File: src/rtl/mux_pipe_pkg.sv
// Shared types for the N-way select pipeline stage.
// Occupancy states of the main/skid register pair.
package mux_pipe_pkg;

    typedef enum logic [1:0] {
        ST_EMPTY = 2'd0,
        ST_ONE   = 2'd1,
        ST_FULL  = 2'd2
    } state_e;

endpackage

File: src/rtl/mux_pipe_stage_muxn.sv
// Combinational N-way select with out-of-range zeroing.
// err_o flags a select that names no source.
module muxn #(
    parameter int WIDTH = 32,
    parameter int N     = 4,
    parameter int SELW  = 2
) (
    input  logic [N*WIDTH-1:0] in_i,
    input  logic [SELW-1:0]    sel_i,
    output logic [WIDTH-1:0]   data_o,
    output logic               err_o
);

    always_comb begin
        data_o = '0;
        err_o  = 1'b1;
        for (int k = 0; k < N; k++) begin
            if (int'(sel_i) == k) begin
                data_o = in_i[k*WIDTH +: WIDTH];
                err_o  = 1'b0;
            end
        end
    end

endmodule

File: src/rtl/mux_pipe_stage.sv
// N-way select pipeline stage with a 2-entry skid buffer.
// in_ready comes straight from a flop; the skid absorbs the in-flight beat.
module mux_pipe_stage
    import mux_pipe_pkg::*;
#(
    parameter int WIDTH = 32,
    parameter int N     = 4,
    parameter int SELW  = 2
) (
    input  logic               clk,
    input  logic               rst,
    input  logic [N*WIDTH-1:0] in_data,
    input  logic [SELW-1:0]    in_sel,
    input  logic               in_valid,
    output logic               in_ready,
    input  logic               flush,
    output logic [WIDTH-1:0]   out_data,
    output logic [SELW-1:0]    out_sel,
    output logic               out_valid,
    input  logic               out_ready,
    output logic               out_err
);

    state_e            state_q, state_d;
    logic              in_ready_q, in_ready_d;

    logic [WIDTH-1:0]  main_data_q, main_data_d;
    logic [SELW-1:0]   main_sel_q, main_sel_d;
    logic              main_err_q, main_err_d;

    logic [WIDTH-1:0]  skid_data_q, skid_data_d;
    logic [SELW-1:0]   skid_sel_q, skid_sel_d;
    logic              skid_err_q, skid_err_d;

    logic [WIDTH-1:0]  new_data;
    logic              new_err;
    logic              accept;
    logic              deliver;

    muxn #(
        .WIDTH (WIDTH),
        .N     (N),
        .SELW  (SELW)
    ) u_muxn (
        .in_i   (in_data),
        .sel_i  (in_sel),
        .data_o (new_data),
        .err_o  (new_err)
    );

    assign out_valid = (state_q != ST_EMPTY);
    assign accept    = in_valid & in_ready_q;
    assign deliver   = out_valid & out_ready;

    always_comb begin
        state_d     = state_q;
        main_data_d = main_data_q;
        main_sel_d  = main_sel_q;
        main_err_d  = main_err_q;
        skid_data_d = skid_data_q;
        skid_sel_d  = skid_sel_q;
        skid_err_d  = skid_err_q;

        unique case (state_q)
            ST_EMPTY: begin
                if (accept) begin
                    main_data_d = new_data;
                    main_sel_d  = in_sel;
                    main_err_d  = new_err;
                    state_d     = ST_ONE;
                end
            end
            ST_ONE: begin
                if (accept) begin
                    if (deliver) begin
                        main_data_d = new_data;
                        main_sel_d  = in_sel;
                        main_err_d  = new_err;
                    end else begin
                        skid_data_d = new_data;
                        skid_sel_d  = in_sel;
                        skid_err_d  = new_err;
                        state_d     = ST_FULL;
                    end
                end else if (deliver) begin
                    state_d = ST_EMPTY;
                end
            end
            ST_FULL: begin
                if (deliver) begin
                    main_data_d = skid_data_q;
                    main_sel_d  = skid_sel_q;
                    main_err_d  = skid_err_q;
                    state_d     = ST_ONE;
                end
            end
            default: state_d = ST_EMPTY;
        endcase

        // Flush drops everything, including a beat accepted this cycle.
        if (flush) begin
            state_d     = ST_EMPTY;
            main_data_d = main_data_q;
            main_sel_d  = main_sel_q;
            main_err_d  = main_err_q;
            skid_data_d = skid_data_q;
            skid_sel_d  = skid_sel_q;
            skid_err_d  = skid_err_q;
        end

        in_ready_d = (state_d != ST_FULL);
    end

    always_ff @(posedge clk) begin
        if (rst) begin
            state_q     <= ST_EMPTY;
            in_ready_q  <= 1'b1;
            main_data_q <= '0;
            main_sel_q  <= '0;
            main_err_q  <= 1'b0;
            skid_data_q <= '0;
            skid_sel_q  <= '0;
            skid_err_q  <= 1'b0;
        end else begin
            state_q     <= state_d;
            in_ready_q  <= in_ready_d;
            main_data_q <= main_data_d;
            main_sel_q  <= main_sel_d;
            main_err_q  <= main_err_d;
            skid_data_q <= skid_data_d;
            skid_sel_q  <= skid_sel_d;
            skid_err_q  <= skid_err_d;
        end
    end

    assign in_ready = in_ready_q;
    assign out_data = main_data_q;
    assign out_sel  = main_sel_q;
    assign out_err  = main_err_q;

endmodule

File: config.mk
export PLATFORM = sky130hd
export DESIGN_NAME = mux_pipe_stage
export DESIGN_NICKNAME = d
export VERILOG_FILES = /design/src/rtl/mux_pipe_pkg.sv /design/src/rtl/mux_pipe_stage_muxn.sv /design/src/rtl/mux_pipe_stage.sv
export SDC_FILE = /design/constraint.sdc
export NUM_CORES = 1
export LEC_CHECK = 0
export ABC_AREA = 1
export BUFFER_PORTS_ARGS = -buffer_cell sky130_fd_sc_hd__clkbuf_2
export CELL_PAD_IN_SITES_DETAIL_PLACEMENT = 1
export CELL_PAD_IN_SITES_GLOBAL_PLACEMENT = 1
export CORE_MARGIN = 8
export CORE_UTILIZATION = 32
export CTS_CLUSTER_SIZE = 20
export DETAILED_ROUTE_END_ITERATION = 8
export GPL_TIMING_DRIVEN = 0
export HOLD_SLACK_MARGIN = 0.08
export PLACE_DENSITY_LB_ADDON = 0.1
export RECOVER_POWER = 100
export SYNTH_ARGS = -nofsm -noshare
export SYNTH_HDL_FRONTEND = slang
export SYNTH_SLANG_ARGS = --single-unit
File: constraint.sdc
create_clock -name clk -period 1.9 [get_ports clk]
set_clock_uncertainty 0.15 [all_clocks]
set_input_delay 0.19 -clock clk [delete_from_list [all_inputs] [get_ports clk]]
set_output_delay 0.19 -clock clk [all_outputs]
set_load 0.005 [all_outputs]
Yosys cells after proc, flatten, opt, wreduce, memory -nomap -nowiden --
Index checks and enable logic that the tools add are counted.
Operators by class: bitwise operators 4, eq/ne operators 10, reductions and logical operators 6, muxes and demuxes 30
Operator list (number):
- $mux W32 | 8
- $pmux W32 S3 | 1
- $mux W2 | 10
- $pmux W2 S3 | 2
- $ne A2 B2 Y1 const B | 5
- $mux W1 | 8
- $eq A2 B2 Y1 const B | 3
- $reduce_and A6 Y1 | 1
- $eq A2 B1 Y1 const B | 2
- $logic_not A2 Y1 | 2
- $reduce_and A4 Y1 | 1
- $pmux W1 S3 | 1
- $reduce_bool A3 Y1 | 1
- $and A1 B1 Y1 | 2
- $not A1 Y1 | 2
- $reduce_bool A2 Y1 | 1
Word-level totals: logic and storage cells 58, flip-flop bits (word level) 73, input port bits 135

Logic depth before layout (Yosys ltp) --
Gate-level depths: netlist of the first run.
depth in word-level cells 8, mapped depth 9

Modules after synthesis --
From an unflattened synthesis of the first run, not the netlist that was laid out.
Unflattened totals: cells, all modules 739, area total of the unflattened synthesis 4464.3 um2
By module, submodules not included:
- mux_pipe_stage | cells an instance 551, times used 1, area each 3484.6 um2
- muxn | cells an instance 188, times used 1, area each 979.7 um2

Worst setup path before layout of the first run --
OpenSTA, ideal clock, no wires.
path type register -> register, start register in_ready_q, in the netlist in_ready, end register skid_data_q[17], library setup time 116 ps, period minus slack after synthesis 1340 ps, stages on the path, launching flop included 7, arrival time 1074 ps, path slack 560 ps, path through dfxtp_1 -> nand2_1 -> inv_1 -> nand4_1 -> buf_2 -> a21oi_1 -> nor2_1
Between the ends: longest elaborated chain between the ends 2
RTL lines:
- from (decl) | RTL line mux_pipe_stage.sv:25 | logic in_ready_q, in_ready_d;
- from (signal assigned) | RTL line mux_pipe_stage.sv:126 | in_ready_q <= in_ready_d;
- $and A1 B1 Y1 | RTL line mux_pipe_stage.sv:52 | assign accept = in_valid & in_ready_q;
- $reduce_and A4 Y1 (no line)
- to (signal assigned) | RTL line mux_pipe_stage.sv:130 | skid_data_q <= skid_data_d;
- to (decl) | RTL line mux_pipe_stage.sv:31 | logic [WIDTH-1:0] skid_data_q, skid_data_d;
No other way between the ends. A chain may end at the register's enable or synchronous reset.

Worst setup path after layout of the first run --
start register state_q[1], end register main_data_q[1], in the netlist out_data[1]
Between the ends: longest elaborated chain between the ends 4, elaborated cells between the ends (all ways) 12, those cells by class 6 x eq/ne; 1 x mux; 1 x bitwise; 4 x reduce/logical
RTL lines:
- from (decl) | RTL line mux_pipe_stage.sv:24 | state_e state_q, state_d;
- from (signal assigned) | RTL line mux_pipe_stage.sv:125 | state_q <= state_d;
- $reduce_bool A2 Y1 | RTL line mux_pipe_stage.sv:51 | assign out_valid = (state_q != ST_EMPTY);
- $and A1 B1 Y1 | RTL line mux_pipe_stage.sv:53 | assign deliver = out_valid & out_ready;
- $ne A2 B2 Y1 (no line)
- $reduce_and A6 Y1 (no line)
- to (signal assigned) | RTL line mux_pipe_stage.sv:127 | main_data_q <= main_data_d;
- to (decl) | RTL line mux_pipe_stage.sv:27 | logic [WIDTH-1:0] main_data_q, main_data_d;
Several ways; a longest one is shown, not always the timed one.

==> impl_metrics.toml, run 1 <==
[floorplanning]
die-area_sq_mm = 0.0172
pin_count = 172
rows = 42
fp.coreArea_sq_mm = 0.0131
dieWidth_um = 131
die_height_um = 131
start_util = 0.325

[yosys]
muxShareOfSynthArea = 0
syn_nets = 816
synth-xor-area-share = 0
yosys.area.top_type = "dfxtp_1"
synth-adder-area-share = 0
synth_area_leaders = "dfxtp_1 (34%), nand3_1 (11%), nand2_1 (9.5%)"
yosysSeqAreaShare = 0.344
yosysWarnings = 0
async_reset_ff_frac = 0
synth.top_cell.area_share = 0.344
syn_area_sq_mm = 0.00425
synth.distinct_cells = 25
syn_avg_cell_area_sq_um = 6.24
synthFlopType = "dfxtp_1"
synthCells = 681
synth_commonest_cells = "nand2_1 (107), nor2_1 (99), nand3_1 (97)"
synth_top_family_by_area = "simple AND/OR/NAND/NOR gates"
yosys.area_share.simple = 0.360
ys_ff_latch = 73
synth_edf_count = 0
synth_compound_area_frac = 0.165
yosysMostFrequentCell = "nand2_1"

[worst_setup_path]
worstSetupPathType = "reg -> reg"
cp_max_fo = 10
critPathCaptureType = "register"
r2r_slack_ns = 0.13
worstSetupStartpointType = "register"
worst_ep_arrival_time_ns = 1.88
worstPathRequired_ns = 2.01

[worst_hold_path]
hold_class = "in -> reg"

[cts]
cts_root_buffer = "clkbuf_16"
cts-buffers-inserted = 9
worstSkewPairLatency_ns = 0.34
cts.sinks = 73
clk_path_buf_depth = 2
clk_pin_slew_worst_paths_ns = 0.06
cts_tree = "done"
htree_levels = 3

[sta]
fin_hold_ws_ns = 0.0797
fin_setup_tns_ns = 0
min_period_over_period = 0.931
fmax_ghz = 0.566
layout_min_cycle_time_ns = 1.77
rsz0062_at_grt = "false"
finalWorstSetupSlack_ns = 0.132
worstMarginPinSlew_ns = 0.720
hold_viol_final = 0
drv_slew = 0
relSlewSlack = 0.520
setup_violations = 0

[route]
wire_per_inst_um = 17.6
wl_met2_um = 9360
drc_errors = 0
drt_pass1_iterations = 4
drt-total-wl_um = 18600
routed.top_layer = "met4"
postRouteAntennaNets = 0
drt-met1-wl_um = 7910
routed_via_density = 4.91
vias = 5206
met3_length_um = 941
drtIter0Drc = 165

[cells_and_area]
layout-area-overhead-vs-synth_pct = 35.7
antenna_cells = 0
final_nets = 1014
drive_gt1_frac = 0.222
fillers = 1812
utilization = 0.440

[grt]
antenna_found_initial = 0
grt_max_degree = 12
grt_usage = 0.214
grt_pass1_vias = 5693
grt_pass1_wl_um = 29600
grt_overflow = 0

[place]
io_buffers = 170
dpl.hpwl_um = 14200
place_congestion = 0.825
dp_slack_ns = 0.0611

[power]
leakagePower_uw = 0.00278
totalPowerFinal_uw = 4280
irDropWorstVdd_v = 0.000380
power.density_mw_per_mm2 = 743

[run]
maxCapViolCount = 0

[outcome]
status = "completed"
[power breakdown]
| group | internal, uW | total [uW] | switching, uW |
|---|---|---|---|
| combinational | 309 | 745 | 436 |
| sequential | 1600 | 1640 | 36.2 |
| clock | 1220 | 1900 | 677 |
| total | 3130 | 4280 | 1150 |
[worst max-delay path, cell delays in order, from the launching register on]
cell and delay [ns]:
dfxtp_1 0.41, inv_1 0.12, nand2_1 0.11, nand2_2 0.07
nand3_1 0.11, buf_6 0.18, clkbuf_2 0.28, nor2_1 0.08
a21oi_1 0.19
[sequential cells by signal, summed over array words and instances (netlist names)]
name / flops
out_err: 1
skid_sel_q: 2
skid_data_q: 32
in_ready: 1
out_data: 32
state_q: 2
skid_err_q: 1
out_sel: 2
[area by class of cell]
cell class                 instances  area, sq um  share of cell area
buffer                            46          253              0.0439
timing repair buffer             187          982               0.171
tap                              176          220              0.0382
multi-input combinational        484         2230               0.387
clock inverter                     2         60.1              0.0104
clock buffer                      14          264              0.0458
sequential                        73         1460               0.254
inverter                          78          293              0.0508
[path summary, 6_finish.rpt]
check / to / start / depth (start not counted)
max: out_data[1]$_SDFFE_PP0P_ / state_q[1]$_SDFF_PP0_ / 8
min: skid_data_q[29]$_SDFFE_PP0P_ / in_data[125] / 4
max reg2reg: out_data[1]$_SDFFE_PP0P_ / state_q[1]$_SDFF_PP0_ / 8
min reg2reg: out_data[19]$_SDFFE_PP0P_ / out_data[19]$_SDFFE_PP0P_ / 2
[stage by stage]
stage / instances / cell area, sq um
2_1_floorplan: 681 / 4250
3_3_place_gp: 1027 / 5320
3_5_place_dp: 1027 / 5320
4_1_cts: 1059 / 5800
5_1_grt: 1060 / 5760
6_report: 1060 / 5760
[kinds of logic after synthesis]
family	Yosys count
AND/OR/NAND/NOR	345
flip-flops	73
AO/OA/AOI/OAI	139
buffers and inverters	124
[cells in the final DEF (no fill, tap or decap)]
cell           instances
nand4_1                3
or2_0                  2
clkbuf_8               2
clkbuf_16              9
nor2_4                 1
or2_2                  2
inv_1                 75
bufinv_16              2
buf_2                 10
buf_1                  1
clkbuf_2             153
nand2_1              108
inv_2                  2
dlygate4sd3_1         16
buf_4                  3
nand2_2                4
nor2_2                 1
o21ai_0               70
dfxtp_1               73
nand3_1               98
or2_1                 28
a22oi_1                1
clkbuf_1              47
a21oi_1               67
buf_6                  6
clkinv_1               1
a21oi_2                1
nor2_1                98
[layer usage]
| layer | track usage | vias up |
|---|---|---|
| met4 | 0.0839 | 0 |
| met2 | 0.379 | 132 |
| li1 | - | 2577 |
| met3 | 0.0488 | 18 |
| met5 | 0 | - |
| met1 | 0.244 | 2479 |
[what timing repair did]
action	CTS	global route
hold endpoints to repair	16	0
gates resized for setup	0	3
endpoints found under the setup margin	0	30
setup buffers	0	1
hold buffers	16	0
(Power assumes the default switching activity.)
==> run 2, diff against run 1 <==
Settings changed: HOLD_SLACK_MARGIN 0.08 to 0.12, RECOVER_POWER 100 to 25.
==> impl_metrics.toml, run 2 (synthesis results as in run 1) <==
[worst_setup_path]
crit_path_start = "in_sel[0]"
worst_ep_arrival_time_ns = 1.96
r2r_cells = 5
cp_top_family = "buffers and inverters"
worstSetupPathDepth = 8
worstSetupPathType = "in -> reg"
crit_path_end = "out_data[10]$_SDFFE_PP0P_"
slowest_delay_ns = 0.56
timing.rr.end = "out_data[29]$_SDFFE_PP0P_"
cpMostUsedCell = "nand3_1"
worst_path_max_delay_cell = "dlygate4sd3_1"
worstPathRequired_ns = 2.02
critPathCaptureType = "register"
worstPathCellList = "clkbuf_2 > inv_2 > buf_2 > nand3_1 > nand3_1 > dlygate4sd3_1 > nand3_1 > a21oi_1"
crit_buf_inv = 4
cp_max_fo = 10
worstSetupStartpointType = "primary input"
rr_startpoint = "state_q[0]$_SDFF_PP0_"
r2r_slack_ns = 0.21

[cells_and_area]
multi_input_area_sq_mm = 0.00223
final_cell_mix = "clkbuf_2 (158), nand2_1 (107), nor2_1 (98)"
drive_gt1_frac = 0.228
layout_commonest_cell = "clkbuf_2"
utilization = 0.481
antenna_cells = 0
fillers = 1787
layout-area-overhead-vs-synth_pct = 48.1
final_nets = 1064
seq_area_sq_mm = 0.00146

[grt]
grt_pass1_vias = 6065
grt_overflow = 0
grt_max_degree = 12
grt_usage = 0.227
grt_pass1_wl_um = 31600
antenna_found_initial = 0

[sta]
fin_hold_ws_ns = 0.132
fin_setup_tns_ns = 0
min_period_over_period = 0.965
layout_min_cycle_time_ns = 1.83
drv_slew = 0
worstMarginPinSlew_ns = 0.703
hold_viol_final = 0
fmax_ghz = 0.545
rsz0062_at_grt = "false"
relSlewSlack = 0.532
setup_violations = 0

[power]
power.density_mw_per_mm2 = 695
irDropWorstVdd_v = 0.000369
leakagePower_uw = 0.00303

[floorplanning]
start_util = 0.325
die_height_um = 131
fp.coreArea_sq_mm = 0.0131
die-area_sq_mm = 0.0172
rows = 42
dieWidth_um = 131
pin_count = 172

[place]
dpl.hpwl_um = 14200
io_buffers = 170
place_congestion = 0.825

[run]
maxCapViolCount = 0

[worst_hold_path]
hold_class = "in -> reg"

[cts]
cts.sinks = 73
htree_levels = 3
worstSkewPairLatency_ns = 0.34
cts_tree = "done"
cts-buffers-inserted = 9
cts_root_buffer = "clkbuf_16"
clk_pin_slew_worst_paths_ns = 0.06
clk_path_buf_depth = 2

[route]
drc_errors = 0
wire_per_inst_um = 17.8
drt_pass1_iterations = 4
postRouteAntennaNets = 0
routed_via_density = 4.92
drtIter0Drc = 205
drt-total-wl_um = 19800
vias = 5458

[outcome]
status = "completed"
run 2: cell types whose count changed in the layout (fill, tap and decap cells not counted), moves of 2 or more:
| cell | previous run | this run |
|---|---|---|
| clkbuf_2 | 153 | 158 |
| o21ai_1 | 0 | 2 |
| o21ai_0 | 70 | 68 |
| clkbuf_1 | 47 | 33 |
| buf_4 | 3 | 7 |
| buf_2 | 10 | 15 |
| dlygate4sd3_1 | 16 | 65 |
run 2: timing repair:
action                                  4_1_cts  5_1_grt
buffers inserted                              0        2
hold buffers                                 65        0
endpoints found under the hold margin        55        0
resized for setup                             0        9
endpoints found under the setup margin        0       34
run 2: worst min-delay path, cell delays in order:
cell,delay [ns]
clkbuf_2,0.08
nand2_1,0.07
nand3_1,0.10
nand3_1,0.08
a21oi_1,0.06
run 2: how the worst min path moves through the flow:
| stage | from | to | slack [ns] | cells after the start |
|---|---|---|---|---|
| 6_report | in_data[2] | out_data[2]$_SDFFE_PP0P_ | 0.13 | 5 |
| 3_5_place_dp | rst | state_q[0]$_SDFF_PP0_ | 0.23 | 2 |
| 3_3_place_gp | rst | state_q[0]$_SDFF_PP0_ | 0.24 | 2 |
| 4_1_cts | in_data[63] | skid_data_q[31]$_SDFFE_PP0P_ | 0.12 | 5 |
| 5_1_grt | in_data[97] | skid_data_q[1]$_SDFFE_PP0P_ | 0.17 | 4 |
| 2_1_floorplan | rst | state_q[0]$_SDFF_PP0_ | 0.11 | 1 |
run 2: where the power goes:
| group | internal [uW] | total, uW | switching (uW) |
|---|---|---|---|
| combinational | 390 | 853 | 462 |
| clock | 1220 | 1880 | 658 |
| sequential | 1600 | 1640 | 36.7 |
run 2: metal layers:
metal / share of wire / GRT usage
met3: 0.061 / 0.0499
met4: 0.023 / 0.0988
met5: 0 / 0
met2: 0.51 / 0.409
met1: 0.41 / 0.251
run 2: stage by stage:
stage / cell area, sq um / power (uW) / setup slack [ns] / std cells
global route: 6290 / 4580 / 0.00751 / 1110
floorplan: 4250 / 2040 / 0.560 / 681
detailed placement: 5320 / 2400 / 0.0611 / 1027
global placement: 5320 / 2380 / 0.0753 / 1027
finish: 6290 / 4370 / 0.0657 / 1110
CTS: 6290 / 4420 / 0.0303 / 1108
run 2: cell type report:
class                           count  share of cell area
Buffer                             46              0.0422
Clock buffer                       14              0.0420
Clock inverter                      2             0.00955
Inverter                           78              0.0465
Multi-Input combinational cell    484               0.355
Sequential cell                    73               0.232
Tap cell                          176              0.0350
Timing Repair Buffer              237               0.237
==> run 3, diff against run 2 <==
Settings changed: CELL_PAD_IN_SITES_DETAIL_PLACEMENT 1 to unset, CELL_PAD_IN_SITES_GLOBAL_PLACEMENT 1 to unset, CORE_UTILIZATION 32 to 49, PLACE_DENSITY set to 0.81, PLACE_DENSITY_LB_ADDON 0.1 to unset, SETUP_SLACK_MARGIN set to 0.3.
==> impl_metrics.toml, run 3 (synthesis results as in run 1) <==
[cells_and_area]
layout-area-overhead-vs-synth_pct = 44.5
layout_commonest_cell = "clkbuf_2"
final_cell_mix = "clkbuf_2 (158), nand2_1 (107), nand3_1 (97), nor2_1 (97), inv_1 (74)"
final_cells = 1048
final_nets = 1069
drive_gt1_frac = 0.232

[worst_setup_path]
cp_max_fo = 10
worstSetupPathType = "in -> reg"
worst_path_max_delay_cell = "dlygate4sd3_1"
r2r_cells = 6
worstSetupPathDepth = 8
worstPathCellList = "clkbuf_2 > dlygate4sd3_1 > a21oi_2 > nand3_2 > buf_6 > buf_4 > nor2_1 > a21oi_1"
slowest_delay_ns = 0.57
critPathCaptureType = "register"
crit_buf_inv = 4
worstSetupStartpointType = "primary input"
worst_ep_arrival_time_ns = 1.66
worstPathRequired_ns = 1.99
cp_top_family = "buffers and inverters"

[run]
maxCapViolCount = 0

[floorplanning]
fp.coreArea_sq_mm = 0.00855
rows = 34
die-area_sq_mm = 0.0119
start_util = 0.497
dieWidth_um = 109
pin_count = 172
die_height_um = 109

[route]
drt_pass1_iterations = 5
drtIter0Drc = 457
routed_via_density = 5.31
drc_errors = 0
vias = 5563
wire_per_inst_um = 16.3
postRouteAntennaNets = 0
drt-total-wl_um = 17100

[place]
dp_slack_ns = 0.146
io_buffers = 170
dpl.hpwl_um = 12200
place_congestion = 0.901
dp.cells = 959

[worst_hold_path]
hold_depth = 6
hold_class = "in -> reg"

[grt]
grt_pass1_wl_um = 26500
grt_max_degree = 12
grt_overflow = 0
antenna_found_initial = 0
grt_pass1_vias = 5597
grt_usage = 0.283

[power]
leakagePower_uw = 0.00299
totalPowerFinal_uw = 3660
irDropWorstVdd_v = 0.000409
power.density_mw_per_mm2 = 597

[cts]
cts.sinks = 73
clk_pin_slew_worst_paths_ns = 0.08
cts_tree = "done"
htree_levels = 3
clk_path_buf_depth = 2
cts_root_buffer = "clkbuf_8"
worstSkewPairLatency_ns = 0.34
cts-buffers-inserted = 9

[sta]
setup_violations = 0
worstMarginPinSlew_ns = 0.650
fmax_ghz = 0.638
drv_slew = 0
hold_viol_final = 0
rsz0062_at_grt = "true"
finalWorstSetupSlack_ns = 0.333
relSlewSlack = 0.567
min_period_over_period = 0.825
fin_setup_tns_ns = 0
layout_min_cycle_time_ns = 1.57

[outcome]
status = "completed"
[run 3: what timing repair did]
item / 4_1_cts / 5_1_grt
buffers inserted: 1 / 1
gates resized for setup: 1 / 9
hold buffers: 70 / 0
setup endpoints to repair: 32 / 61
hold endpoints to repair: 60 / 0
pin swaps: 1 / 0
[run 3: worst reg2reg max path, delay by kind of cell, from the launching register on]
| kind | cells | cell delay, ns |
|---|---|---|
| AOI/OAI and AO/OA | 1 | 0.18 |
| buffers and inverters | 2 | 0.38 |
| DFF | 1 | 0.32 |
| and+or+nand+nor | 3 | 0.40 |
[run 3: per-stage QoR]
step | util | area (sq um) | hold WS, ns
global placement | 0.612 | 5230 | 0.247
detailed placement | 0.612 | 5230 | 0.251
finish | 0.718 | 6140 | 0.119
CTS | 0.718 | 6140 | 0.121
global route | 0.717 | 6130 | 0.137
floorplan | - | 4250 | 0.109
[run 3: area by class of cell]
class	instances	area [sq um]
fillers	711	2410
multi-input cells	484	2240
repair buffers	242	1540
flip-flops and latches	73	1460
inverters	78	293
plain buffers	46	264
clock buffers	14	183
well taps	108	135
clock inverters	2	10.0
diodes	1	2.50
[run 3: worst paths after layout]
check                        startpoint                     endpoint  slack [ns]
min                            in_valid        state_q[0]$_SDFF_PP0_        0.12
max reg2reg         in_ready$_SDFF_PP1_  skid_data_q[8]$_SDFFE_PP0P_        0.39
max                               flush     out_data[9]$_SDFFE_PP0P_        0.33
min reg2reg  skid_sel_q[0]$_SDFFE_PP0P_   skid_sel_q[0]$_SDFFE_PP0P_        0.31
[run 3: power by group]
group / internal, uW / switching (uW) / total [uW]
combinational: 389 / 449 / 838
clock: 615 / 574 / 1190
sequential: 1600 / 37.5 / 1630
[run 3: per-layer routing]
layer | GRT usage | routed length (um) | up-vias
li1 | - | - | 2688
met1 | 0.334 | 6870 | 2465
met2 | 0.461 | 7900 | 356
met3 | 0.0774 | 1770 | 54
met4 | 0.142 | 568 | 0
met5 | 0 | 0 | -
